--- src/rtl/reg_write_arbiter.sv ---
// Three-requester register write arbiter driving a SETUP/STROBE/HOLD/RELEASE write clock sequence.
// Define REG_WRITE_ARBITER_RR_EN for round-robin arbitration; the default build uses fixed priority 0 > 1 > 2.
module reg_write_arbiter #(
  parameter int WIDTH = 16,
  parameter int NREG  = 16
) (
  input  logic                 clock,
  input  logic                 resb,
  input  logic [2:0]           req,
  input  logic [11:0]          req_addr,
  input  logic [3*WIDTH-1:0]   req_data,
  output logic [2:0]           ack,
  output logic                 busy,
  output logic [1:0]           grant,
  output logic [WIDTH-1:0]     wr_d,
  output logic [NREG-1:0]      wr_sel,
  output logic                 wr_c
);

  // Handshake: a requester raises req[i] and holds it; ack[i] pulses for one
  // clock in RELEASE, and the requester must drop req[i] by the edge that
  // samples that ack or it is taken as a fresh request in the following IDLE.
  typedef enum logic [2:0] {
    IDLE    = 3'd0,
    SETUP   = 3'd1,
    STROBE  = 3'd2,
    HOLD    = 3'd3,
    RELEASE = 3'd4
  } state_t;

  state_t state;
  state_t state_nxt;

  logic [1:0]       winner;
  logic [3:0]       win_addr;
  logic [WIDTH-1:0] win_data;

  logic [2:0]       ack_nxt;
  logic             busy_nxt;
  logic [1:0]       grant_nxt;
  logic [WIDTH-1:0] wr_d_nxt;
  logic [NREG-1:0]  wr_sel_nxt;
  logic             wr_c_nxt;

  // Addresses at or beyond NREG decode to no select at all, dropping the write.
  function automatic logic [NREG-1:0] decode(input logic [3:0] addr);
    logic [NREG-1:0] sel;
    sel = '0;
    for (int i = 0; i < NREG; i++) begin
      if (addr == 4'(i)) sel[i] = 1'b1;
    end
    return sel;
  endfunction

`ifdef REG_WRITE_ARBITER_RR_EN
  logic [1:0] last_grant;

  always_comb begin
    case (last_grant)
      2'd0:    winner = req[1] ? 2'd1 : (req[2] ? 2'd2 : 2'd0);
      2'd1:    winner = req[2] ? 2'd2 : (req[0] ? 2'd0 : 2'd1);
      default: winner = req[0] ? 2'd0 : (req[1] ? 2'd1 : 2'd2);
    endcase
  end

  always_ff @(posedge clock) begin
    if (!resb) begin
      last_grant <= 2'd2;
    end else if (state == IDLE && req != 3'b000) begin
      last_grant <= winner;
    end
  end
`else
  always_comb begin
    winner = req[0] ? 2'd0 : (req[1] ? 2'd1 : 2'd2);
  end
`endif

  always_comb begin
    win_addr = req_addr[3:0];
    win_data = req_data[WIDTH-1:0];
    case (winner)
      2'd1: begin
        win_addr = req_addr[7:4];
        win_data = req_data[2*WIDTH-1:WIDTH];
      end
      2'd2: begin
        win_addr = req_addr[11:8];
        win_data = req_data[3*WIDTH-1:2*WIDTH];
      end
      default: ;
    endcase
  end

  always_ff @(posedge clock) begin
    if (!resb) begin
      state <= IDLE;
    end else begin
      state <= state_nxt;
    end
  end

  // Next-state and next-output decode; every output is a flop fed from here.
  always_comb begin
    state_nxt  = state;
    ack_nxt    = 3'b000;
    busy_nxt   = 1'b1;
    grant_nxt  = grant;
    wr_d_nxt   = wr_d;
    wr_sel_nxt = wr_sel;
    wr_c_nxt   = 1'b0;
    case (state)
      IDLE: begin
        busy_nxt   = 1'b0;
        wr_sel_nxt = '0;
        if (req != 3'b000) begin
          state_nxt  = SETUP;
          busy_nxt   = 1'b1;
          grant_nxt  = winner;
          wr_d_nxt   = win_data;
          wr_sel_nxt = decode(win_addr);
        end
      end
      SETUP: begin
        state_nxt = STROBE;
        wr_c_nxt  = 1'b1;
      end
      STROBE: begin
        state_nxt = HOLD;
        wr_c_nxt  = 1'b1;
      end
      HOLD: begin
        state_nxt = RELEASE;
        ack_nxt   = 3'b001 << grant;
      end
      RELEASE: begin
        state_nxt  = IDLE;
        busy_nxt   = 1'b0;
        wr_sel_nxt = '0;
      end
      default: begin
        state_nxt  = IDLE;
        busy_nxt   = 1'b0;
        wr_sel_nxt = '0;
      end
    endcase
  end

  always_ff @(posedge clock) begin
    if (!resb) begin
      ack    <= 3'b000;
      busy   <= 1'b0;
      grant  <= 2'd2;
      wr_d   <= '0;
      wr_sel <= '0;
      wr_c   <= 1'b0;
    end else begin
      ack    <= ack_nxt;
      busy   <= busy_nxt;
      grant  <= grant_nxt;
      wr_d   <= wr_d_nxt;
      wr_sel <= wr_sel_nxt;
      wr_c   <= wr_c_nxt;
    end
  end

  a_ack_onehot: assert property (@(posedge clock) disable iff (!resb) $onehot0(ack));
  a_sel_onehot: assert property (@(posedge clock) disable iff (!resb) $onehot0(wr_sel));

endmodule

--- config.mk ---
export PLATFORM = sky130hd
export DESIGN_NAME = reg_write_arbiter
export DESIGN_NICKNAME = d
export VERILOG_FILES = /design/src/rtl/reg_write_arbiter.sv
export SDC_FILE = /design/constraint.sdc
export NUM_CORES = 1
export LEC_CHECK = 0
export CAP_MARGIN = 25
export CORE_MARGIN = 2
export CORE_UTILIZATION = 43
export DETAILED_ROUTE_END_ITERATION = 16
export HOLD_SLACK_MARGIN = 0.15
export PLACE_DENSITY = 0.85
export RECOVER_POWER = 25
export SLEW_MARGIN = 5
export SYNTH_ARGS = -nofsm -noshare
export SYNTH_HDL_FRONTEND = slang
export SYNTH_SLANG_ARGS = --single-unit
--- constraint.sdc ---
create_clock -name clock -period 4.4 [get_ports clock]
set_input_delay 1.1 -clock clock [delete_from_list [all_inputs] [get_ports clock]]
set_output_delay 1.1 -clock clock [all_outputs]
set_load 0.03 [all_outputs]
Word-level counts from Yosys, hierarchy flattened
Index checks and enable logic that the tools add are counted.
{ "word_totals": {"word_cells": 63, "reg_bits": 42, "in_bits": 65} }
{ "classes": {"eq_ne": 21, "n_reduce_logical": 7, "n_mux": 27, "shifts": 1} }
{ "ops": {"columns": ["op", "n"], "rows": [
  ["one-hot mux 16 bit (2 select lines)", 2],
  ["== test 4 bit (second input constant)", 8],
  ["2-to-1 mux 1 bit", 18],
  ["== test 4 x 3 -> 1 bit (second input constant)", 4],
  ["2-to-1 mux 16 bit", 1],
  ["one-hot mux 3 bit (4 select lines)", 1],
  ["== test 4 x 2 -> 1 bit (second input constant)", 2],
  ["one-hot mux 4 bit (2 select lines)", 1],
  ["== test 3 x 2 -> 1 bit (second input constant)", 2],
  ["== test 4 x 1 -> 1 bit (second input constant)", 1],
  ["logical NOT 4 bit", 1],
  ["2-to-1 mux 2 bit", 2],
  ["AND reduction 2 bit", 2],
  ["== test 3 x 1 -> 1 bit (second input constant)", 1],
  ["logical NOT 3 bit", 1],
  ["2-to-1 mux 3 bit", 1],
  ["nonzero test 3 bit", 1],
  ["OR reduction 3 bit", 1],
  ["left shift 1 x 2 -> 3 bit (first input constant)", 1],
  ["== test 2 x 1 -> 1 bit (second input constant)", 1],
  ["== test 2 bit (second input constant)", 1],
  ["!= test 2 bit (second input constant)", 1],
  ["one-hot mux 1 bit (2 select lines)", 1],
  ["OR reduction 2 bit", 1]
]} }

Depth between registers and ports, before layout
Gate-level depths: netlist of the first run.
{ "depth": {"depth_word": 8, "depth_mapped": 8, "depth_no_buf": 5} }

Worst setup path after synthesis of the first run
No wires, ideal clock.
{ "synth_path": {"path_type": "input -> register", "from": "input port req[1]", "to": "register wr_sel[4]", "setup_ps": 117, "arrival_time_ps": 2135, "required_time_ps": 4283, "n_path_buf": 1, "stages": 6, "path_slack_ps": 2148, "cell_sequence": "buf_6 mux2_4 mux2i_4 nor2b_2 and2_4 a32o_2"} }
{ "synth_between": {"elab_chain_len": 8, "word_cells_on_any_way": 10, "cone_classes": "eq/ne (3); mux (6); reduce/logical (1)"} }
{ "synth_rtl": {"columns": ["item", "line", "text"], "rows": [
  ["start, declared", "9", "input logic [2:0] req,"],
  ["2-to-1 mux 2 bit (2 in a row)", "75", "winner = req[0] ? 2'd0 : (req[1] ? 2'd1 : 2'd2);"],
  ["== test 2 bit or == test 2 x 1 -> 1 bit (tied branches)", "82", "case (winner)"],
  ["one-hot mux 4 bit (2 select lines)", "82", null],
  ["== test 4 x 3 -> 1 bit", "50", "if (addr == 4'(i)) sel[i] = 1'b1;"],
  ["2-to-1 mux 1 bit", "50", null],
  ["2-to-1 mux 16 bit (*)", "116", "if (req != 3'b000) begin"],
  ["one-hot mux 16 bit (2 select lines) (*)", "112", "case (state)"],
  ["end signal, assigned", "162", "wr_sel <= wr_sel_nxt;"],
  ["end, declared", "16", "output logic [NREG-1:0] wr_sel,"]
]} }
Every way passes the cells marked *; elsewhere a longest branch is shown, timed or not.
A chain may end at the register's enable or synchronous reset.

Worst setup path in the final report of the first run
{ "layout_path": {"from": "input port req[1]", "to": "register wr_d[0]"} }
{ "layout_between": {"elab_chain_len": 4, "word_cells_on_any_way": 7, "cone_classes": "eq/ne (2); mux (3); reduce/logical (2)"} }
{ "layout_rtl": {"columns": ["item", "line", "text"], "rows": [
  ["2-to-1 mux 2 bit (2 in a row)", "75", null],
  ["== test 2 bit or == test 2 x 1 -> 1 bit (tied branches)", "82", null],
  ["one-hot mux 16 bit (2 select lines)", "82", null],
  ["end signal, assigned", "161", "wr_d <= wr_d_nxt;"],
  ["end, declared", "15", "output logic [WIDTH-1:0] wr_d,"]
]} }
Parallel ways exist; a longest one is shown, timed or not.

==> results of run 1 <==
[flip-flops by register name (all words and copies together), names as in the netlist]
name and count:
busy 1, wr_sel 16, grant 2, wr_d 16, state 3, wr_c 1
ack 3
[cell families after synthesis]
| group | after synthesis |
|---|---|
| muxes | 22 |
| DFF | 42 |
| and+or+nand+nor | 83 |
| AOI/OAI and AO/OA | 56 |
| xor gates and xnor gates | 1 |
| buffers and inverters | 17 |
[layout by cell type, fill, tap and decap left out, types with 2 or more instances in the layout]
cell type / n
a21oi_1: 19
a22o_1: 7
a22oi_1: 3
a32o_1: 3
a32o_2: 2
and2_1: 17
and2_4: 2
buf_4: 2
clkbuf_8: 5
clkdlybuf4s50_1: 85
clkinv_2: 2
dfxtp_1: 42
dlygate4sd3_1: 18
mux2_4: 2
mux2i_1: 17
mux2i_4: 2
nand2_1: 20
nand2b_1: 2
nor2_1: 22
nor2b_1: 8
nor2b_2: 2
nor3_2: 4
nor3b_1: 2
o21ai_0: 18
[final cells by class]
class	instances	area (sq um)
Fill cell	346	1290
Sequential cell	42	841
Clock inverter	3	40.0
Timing Repair Buffer	106	1050
Tap cell	52	65.1
Inverter	2	10.0
Clock buffer	5	68.8
Multi-Input combinational cell	162	1080
[how the worst min path moves through the flow]
stage,cells past startpoint,end,slack [ns]
3_3_place_gp,2,wr_sel[12],0.45
2_1_floorplan,1,state[0],0.46
5_1_grt,1,wr_sel[14],0.49
6_report,1,wr_sel[13],0.47
4_1_cts,1,wr_sel[13],0.48
3_5_place_dp,1,wr_sel[13],0.46
[routing by layer]
layer	track usage (%)	vias to the layer above	part of all wire, %
met5	0	-	0
met4	7.41	0	1.7
met3	8.15	7	9.8
met2	32.4	74	46
met1	25.0	827	43
li1	-	961	-
[power by group through the flow]
stage / Combinational (uW) / Clock, uW / Sequential (uW)
floorplan: 125 / 0 / 475
global placement: 286 / 0 / 430
detailed placement: 290 / 0 / 431
CTS: 292 / 303 / 422
global route: 314 / 318 / 425
finish: 287 / 300 / 422
[synthesized netlist by cell type (all sizes together)]
cell	instances	area, sq um
dfxtp	42	841
nor2	22	82.6
nand2	20	75.1
a21oi	19	95.1
and2	19	124
mux2i	19	215
o21ai	18	90.1
nor2b	10	67.6
buf	8	67.6
a22o	7	61.3
clkbuf	7	27.5
a32o	5	52.6
nor3	5	45.0
a22oi	3	22.5
mux2	3	41.3
inv	2	10.0
nand2b	2	12.5
nor3b	2	15.0
a211oi	1	12.5
a32oi	1	8.76
and3	1	6.26
and3b	1	12.5
nand4b	1	8.76
o21a	1	7.51
o21bai	1	18.8
xnor2	1	8.76
[stage by stage]
stage                     total power [uW]  cell area, sq um  setup WS [ns]
final                                 1010              3160           1.08
after global placement                 716              3050           1.42
after CTS                             1020              3160           1.66
after global routing                  1060              3160          0.835
after floorplan                        600              2030           2.15
after detailed placement               721              3050           1.35
[worst register-to-register path, cell delays in order, from the launching register on]
cell      delay [ns]
dfxtp_1         0.36
nor3_2          0.28
nand2b_1        0.27
buf_4           0.30
nand2_1         0.09
o21ai_0         0.07
and2_1          0.16
==> summary.md, run 1 <==
| Metric | Value |
|---|---|
| Status | complete, no violations |
| Initial Util | 45.7% |
| Initial antenna violation count | 0 |
| DR vias | 1869 |
| Cell family with the largest share of critical-path delay | buffers and inverters |
| Via-to-Cell Ratio | 5.02 |
| Max Freq | 301 MHz |
| Rows | 24 |
| Number of synthesized register bits | 42 |
| Slew HR | 17.2% |
| Register share of total power | 41.8% |
| Max-cap violation count | 0 |
| Leak Pwr | 0.00128 uW |
| Slew Viols, Final | 0 |
| Peak VDD IR | 0.000184 V |
| Slowest stage cell, crit path | clkbuf_1 |
| R2R Setup Slk | 2.76 ns |
| R2R Path End | wr_d[10] |
| Y dimension of the die | 72.7 um |
| Mapped Area | 0.00203 sq mm |
| P&R area growth vs syn | 55.6% |
| Routability cong. | 0.781 |
| Wirelength per Cell | 13.5 um |
| Setup Viol. Count Final | 0 |
| Worst reg2reg path depth | 6 |
| Critical Path Start Type | input pin |
| Crit path depth | 7 |
| Fin nets | 384 |
| Post-synthesis compound-gate area fraction | 18.2% |
| Req. time, crit path | 4.60 ns |
| Syn_area_per_cell | 9.18 sq um |
| WP data arrival | 3.52 ns |
| Adder-cell share of the synthesized area | 0% |
| Critical Path, Cell by Cell | clkdlybuf4s50_1 > clkbuf_1 > mux2i_1 > nor2_1 > a21oi_1 > o21ai_0 > and2_1 |
| CTS buffer count | 5 |
| Clk sinks | 42 |
| 1st-iter DRT viols | 94 |
| Pwr/cell area | 320 mW/mm^2 |
| Net Sw Frac | 29.2% |
| Dpl cells | 364 |
| Worst-Skew Late Latency | 0.30 ns |
| Final Util | 71.1% |
| Worst slew pin tran | 1.24 ns |
| Post-synthesis sequential area ratio | 41.4% |
| Clock Pin Slew Worst Setup and Hold Paths | 0.08 ns |
| CTS tree | yes |
| Post-Route WL | 5010 um |
| Final ANT Viol Nets | 0 |
| Core area | 0.00444 sq mm |
| Largest net degree at the start of global routing | 34 |
| Internal | 715 uW |
| Clock Tree Buf Depth | 2 |
| Synth Instances | 221 |
| Main combinational cell family by area after synthesis | simple AND/OR/NAND/NOR gates |
| Hold Slack | 0.468 ns |
| Hold Path Class | register to register |
| Setup Fix Bufs, Post-CTS | 0 |
| Clock skew | 0.00787 ns |
| Layout cell share with drive strength beyond 1 | 9.06% |
| Synth Net Count | 286 |
| Post-DP HPWL | 3880 um |
| Overflow after GRT | 0 |
| Final std cells w/o fill | 372 |
| CP Capture Type | register |
| Worst path bufs/invs | 2 |
| Setup_tns | 0 ns |
| Crit-path max cell delay | 0.96 ns |
| Critical path class | input pin to register |
| Die area | 0.00529 sq mm |
| Hold Buf Count CTS | 0 |
| Number of iterations in the first detailed-routing pass | 4 |
| Clock Tree Root | clkbuf_8 |
| YS warnings | 0 |
| Vias in the first global route | 1832 |
| CP max FO | 18 |
| First-pass GRT wire length | 8400 um |
| P_sw | 295 uW |
| Final period utilization | 75.5% |
| Post-CTS Resized | 0 |
| Antenna fix cells | 0 |
| Final hold vios | 0 |
| Gr usage total | 20.4% |
| Reg2reg start | state[1] |
| Post-synthesis xor/xnor area fraction | 0.432% |
| DR DRC count | 0 |
| H-Tree Depth | 2 |
| Die Span X | 72.7 um |
| RSZ-0062 raised after global routing | no |
| I/O Buffers | 103 |
| Simple logic cell fraction of the synthesized area | 22.1% |
| Post-synthesis mux area share | 12.6% |
| Combinational Power Share | 28.5% |
| Hold Crit Start | wr_sel[13] |
| Distinct cell type count after synthesis | 37 |
| Critical Path Start | req[1] |
| Clock share of power | 29.7% |
| Worst Setup EP | wr_d[0] |
| Post-layout min period | 3.32 ns |
| Top Ports | 104 |
Note: power is estimated with default switching activity, not from simulation.
==> run 2, diff against run 1 <==
- CORE_UTILIZATION: 43 -> 36
- PLACE_DENSITY: 0.85 -> 0.76
- clock period: 4.4 -> 3 ns (I/O delays scaled with it)
==> run 2 against run 1 <==
  * Critical path depth shrank 2
  * Global-route usage shrank 4.3 points
  * Via count unchanged
  * Clock skew down 0.0015 ns
  * Wire length fell by 1.7%
  * Core utilization down 12 points
  * Non-clock buffer count grew 1
  * Total power is 57% higher
  * Combinational power is 46% higher
  * Critical path type unchanged
  * Largest power group unchanged
==> summary.md, run 2 (synthesis results as in run 1) <==
| Metric | Value |
|---|---|
| Status | complete, no violations |
| Layout cell share with drive strength beyond 1 | 9.35% |
| Req. time, crit path | 3.23 ns |
| Initial antenna violation count | 0 |
| Worst-Skew Late Latency | 0.29 ns |
| 1st-iter DRT viols | 70 |
| Max Freq | 426 MHz |
| Post-layout min period | 2.35 ns |
| Die area | 0.00625 sq mm |
| Regs by FF count | wr_d: 16 flops, wr_sel: 16 flops |
| Core area | 0.00547 sq mm |
| Die Span X | 79.1 um |
| Hold Path Class | register to register |
| First-pass GRT wire length | 7840 um |
| Antenna fix cells | 0 |
| Critical Path, Cell by Cell | dlygate4sd3_1 > clkbuf_1 > nand2b_1 > a21oi_1 > nor2b_1 |
| RSZ-0062 raised after global routing | no |
| Worst Setup EP | state[0] |
| Wirelength per Cell | 12.5 um |
| Final period utilization | 78.2% |
| WP data arrival | 2.58 ns |
| Top Ports | 104 |
| CP Capture Type | register |
| Largest net degree at the start of global routing | 34 |
| CTS tree | yes |
| Clock Tree Root | clkbuf_8 |
| Most common library cell in the layout ignoring fill and taps | clkdlybuf4s50_1 |
| Area occupied by registers | 841 sq um |
| Critical path class | input pin to register |
| I/O Buffers | 103 |
| Vias in the first global route | 1700 |
| Final ANT Viol Nets | 0 |
| Reg2reg start | state[1] |
| Max-cap violation count | 0 |
| R2R Path End | wr_d[7] |
| Final Power | 1580 uW |
| R2R Setup Slk | 1.48 ns |
| Hold Buf Count CTS | 0 |
| Clock Tree Buf Depth | 2 |
| Most frequent cells in the layout | clkdlybuf4s50_1 (91), dfxtp_1 (42), nor2_1 (22), nand2_1 (20), a21oi_1 (19) |
| Multi-input gate area | 0.00108 sq mm |
| Post-CTS Resized | 0 |
| Setup_tns | 0 ns |
| Via-to-Cell Ratio | 4.76 |
| Worst slew pin tran | 0.556 ns |
| Peak VDD IR | 0.000256 V |
| Final hold vios | 0 |
| Fin nets | 385 |
| Number of fill cells in the layout | 498 |
| Overflow after GRT | 0 |
| Rows | 27 |
| Setup Fix Bufs, Post-CTS | 0 |
| CTS buffer count | 5 |
| Critical Path Start | resb |
| Gr usage total | 16.1% |
| H-Tree Depth | 2 |
| Slew HR | 63.0% |
| Pwr/cell area | 491 mW/mm^2 |
| Clock skew | 0.00637 ns |
| Critical Path Start Type | input pin |
| Post-Route WL | 4920 um |
| P&R area growth vs syn | 58.9% |
| Number of iterations in the first detailed-routing pass | 4 |
| Leak Pwr | 0.00128 uW |
| Initial Util | 37.1% |
| CP max FO | 15 |
| Post-DP HPWL | 3800 um |
| Worst reg2reg path depth | 6 |
| DR DRC count | 0 |
| Y dimension of the die | 79.1 um |
| Slew Viols, Final | 0 |
| Clock Pin Slew Worst Setup and Hold Paths | 0.08 ns |
| Clk sinks | 42 |
| Slowest stage cell, crit path | dlygate4sd3_1 |
| DR vias | 1869 |
| Setup Viol. Count Final | 0 |
| Routability cong. | 0.777 |
| Crit-path max cell delay | 0.82 ns |
[run 2: changes by cell type in the layout (fill, tap and decap cells not counted), sizes merged]
cell           before  now
clkdlybuf4s50      85   91
dlygate4sd3        18   12
clkinv              2    0
buf                 2    3
bufinv              1    2
clkbuf              6    7
[run 2: worst min path at each step]
stage                     slack (ns)  cells past startpoint         end        from
final                           0.47                      1  wr_sel[13]  wr_sel[13]
after global routing            0.50                      1   wr_sel[1]   wr_sel[1]
after CTS                       0.48                      1  wr_sel[13]  wr_sel[13]
after detailed placement        0.46                      1  wr_sel[13]  wr_sel[13]
after global placement          0.46                      2  wr_sel[12]  wr_sel[12]
after floorplan                 0.46                      1    state[0]    state[0]
[run 2: per-stage QoR]
| step | util, % | area [sq um] | setup slack [ns] | cells | hold slack (ns) |
|---|---|---|---|---|---|
| 6_report | 58.9 | 3220 | 0.653 | 393 | 0.470 |
| 5_1_grt | 58.9 | 3220 | 0.485 | 393 | 0.496 |
| 4_1_cts | 59.0 | 3230 | 0.676 | 393 | 0.477 |
| 3_5_place_dp | 56.4 | 3090 | 0.362 | 385 | 0.457 |
| 3_3_place_gp | 56.4 | 3090 | 0.409 | 385 | 0.457 |
| 2_1_floorplan | - | 2030 | 1.10 | 221 | 0.464 |
[run 2: area by class of cell]
type | count | share of cell area [%]
Clock buffer | 6 | 2.56
Clock inverter | 2 | 1.86
Inverter | 2 | 0.310
Multi-Input combinational cell | 162 | 33.6
Sequential cell | 42 | 26.1
Tap cell | 72 | 2.79
Timing Repair Buffer | 107 | 32.8
[run 2: critical path: cells and delay by family]
kind / cells / cell delay, ns
buf+inv: 2 / 1.31
simple gates: 2 / 0.33
compound gates: 1 / 0.18
[run 2: routing by layer]
layer  vias up  track usage (%)  share of wire, %
met5         -                0                 0
met4         0             6.21               1.2
met3         5             6.14                10
met2        72             25.9                46
met1       828             19.3                43
li1        964                -                 -
[run 2: where the power goes]
group / leakage (uW) / internal, uW / switching [uW]
Combinational: 0.000864 / 209 / 211
Clock: 0.0000714 / 355 / 189
Sequential: 0.000343 / 595 / 24.3
Total: 0.00128 / 1160 / 424
==> run 3, diff against run 2 <==
- CORE_UTILIZATION: 36 -> 40
- PLACE_DENSITY: 0.76 -> 0.8
- clock period: 3 -> 2.4 ns (I/O delays scaled with it)
==> run 3 against run 2 <==
  * Clock power shrank 17%
  * Sequential power grew 25%
  * Global-route usage grew 4.3 points
  * Combinational power grew 27%
  * Clock skew shrank 0.0016 ns
  * Critical path depth grew 2
  * Highest routed layer unchanged
  * Total power grew 11%
==> summary.md, run 3 (synthesis results as in run 1) <==
| Metric | Value |
|---|---|
| Status | complete, no violations |
| Register share of total power | 44.0% |
| Worst-Skew Late Latency | 0.28 ns |
| Post-CTS Resized | 0 |
| Clock skew | 0.00478 ns |
| Leak Pwr | 0.00127 uW |
| Setup Fix Bufs, Post-CTS | 0 |
| Slew HR | 64.2% |
| Peak VDD IR | 0.000232 V |
| I/O Buffers | 103 |
| Number of fill cells in the layout | 435 |
| Post-DP HPWL | 4050 um |
| Post-layout min period | 2.10 ns |
| Setup_tns | 0 ns |
| H-Tree Depth | 2 |
| Most common library cell in the layout ignoring fill and taps | clkdlybuf4s50_1 |
| DR vias | 1906 |
| Max Freq | 476 MHz |
| Core area | 0.00482 sq mm |
| Top Ports | 104 |
| CP max FO | 7 |
| Gr usage total | 20.4% |
| Combinational Power Share | 30.4% |
| 1st-iter DRT viols | 56 |
| CP Capture Type | register |
| Via-to-Cell Ratio | 4.87 |
| Antenna fix cells | 0 |
| DR DRC count | 0 |
| Vias in the first global route | 1929 |
| Worst reg2reg path depth | 6 |
| Regs by FF count | wr_d: 16 flops, wr_sel: 16 flops |
| R2R Path End | wr_d[5] |
| Setup ws final | 0.298 ns |
| Clock Pin Slew Worst Setup and Hold Paths | 0.07 ns |
| Die Span X | 75.2 um |
| Most frequent cells in the layout | clkdlybuf4s50_1 (91), dfxtp_1 (42), nor2_1 (22), nand2_1 (20), a21oi_1 (19) |
| Final hold vios | 0 |
| Setup Viol. Count Final | 0 |
| Critical Path Start | req[1] |
| First-pass GRT wire length | 8710 um |
| Req. time, crit path | 2.58 ns |
| CTS buffer count | 5 |
| Internal | 1240 uW |
| Clk sinks | 42 |
| Final std cells w/o fill | 391 |
| Worst Setup EP | wr_sel[4] |
| Area occupied by registers | 841 sq um |
| Initial antenna violation count | 0 |
| RSZ-0062 raised after global routing | no |
| Number of iterations in the first detailed-routing pass | 4 |
| Initial Util | 42.1% |
| CTS tree | yes |
| Routability cong. | 0.819 |
| Rows | 25 |
| P&R area growth vs syn | 57.2% |
| Layout cell share with drive strength beyond 1 | 9.88% |
| P_sw | 522 uW |
| Reg2reg start | state[2] |
| Post-Route WL | 5250 um |
| Hold Buf Count CTS | 0 |
| Hold Path Class | register to register |
| Die area | 0.00566 sq mm |
| Dpl cells | 383 |
| Final ANT Viol Nets | 0 |
| Multi-input gate area | 0.00108 sq mm |
| Slew Viols, Final | 0 |
| DP Worst Slack | 0.00448 ns |
| Wirelength per Cell | 13.4 um |
| Largest net degree at the start of global routing | 34 |
| Critical path class | input pin to register |
| Clock share of power | 25.7% |
| Net Sw Frac | 29.6% |
| Final period utilization | 87.6% |
| WP data arrival | 2.28 ns |
| Overflow after GRT | 0 |
| Y dimension of the die | 75.2 um |
| Clock Tree Buf Depth | 2 |
| Pwr/cell area | 552 mW/mm^2 |
| Clock Tree Root | clkbuf_8 |
| Max-cap violation count | 0 |
| Final Power | 1760 uW |
| Fin nets | 388 |
| R2R Setup Slk | 0.80 ns |
| Worst slew pin tran | 0.536 ns |
| Critical Path Start Type | input pin |
==> run 3: cell count changes in the layout (fill, tap and decap cells not counted) <==
cell and change:
clkbuf_1 +1, clkinv_2 +1, bufinv_16 -2, buf_4 +3
==> run 3: how the worst min path moves through the flow <==
| stage | start | end | slack [ns] | cells after the start |
|---|---|---|---|---|
| 3_3_place_gp | wr_sel[12] | wr_sel[12] | 0.45 | 2 |
| 5_1_grt | wr_sel[1] | wr_sel[1] | 0.49 | 1 |
| 4_1_cts | wr_sel[13] | wr_sel[13] | 0.48 | 1 |
| 3_5_place_dp | wr_sel[13] | wr_sel[13] | 0.46 | 1 |
| 6_report | wr_sel[1] | wr_sel[1] | 0.47 | 1 |
| 2_1_floorplan | state[0] | state[0] | 0.46 | 1 |
==> run 3: final cells by class <==
| class | instances | share of cell area (%) |
|---|---|---|
| Timing Repair Buffer | 110 | 33.9 |
| Sequential cell | 42 | 26.4 |
| Clock inverter | 1 | 0.157 |
| Multi-Input combinational cell | 162 | 34.0 |
| Clock buffer | 7 | 2.71 |
| Tap cell | 67 | 2.63 |
| Inverter | 2 | 0.314 |
==> run 3: metal layers <==
layer	vias to the layer above	track usage, %	wire (um)
met5	-	0	0
met4	0	8.77	76
met3	6	8.30	465
met2	78	33.4	2500
met1	853	23.6	2220
li1	969	-	-
==> run 3: worst max-delay path, cell delays in order <==
cell             delay [ns]
clkdlybuf4s50_1        0.52
buf_4                  0.19
mux2_4                 0.32
mux2i_4                0.17
nor2b_2                0.07
and2_4                 0.16
a32o_2                 0.25
==> run 3: stage by stage <==
stage | util, % | hold slack, ns | cell area (sq um)
CTS | 66.3 | 0.478 | 3190
global placement | 64.4 | 0.448 | 3100
global route | 66.2 | 0.492 | 3190
finish | 66.2 | 0.474 | 3190
detailed placement | 64.4 | 0.461 | 3100
floorplan | - | 0.464 | 2030
==> run 3: power groups by stage <==
stage,clock network [uW],logic (uW),registers (uW)
after floorplan,0,229,871
final,452,535,775
after global placement,0,533,789
after CTS,469,542,776
after global routing,498,584,783
after detailed placement,0,540,792
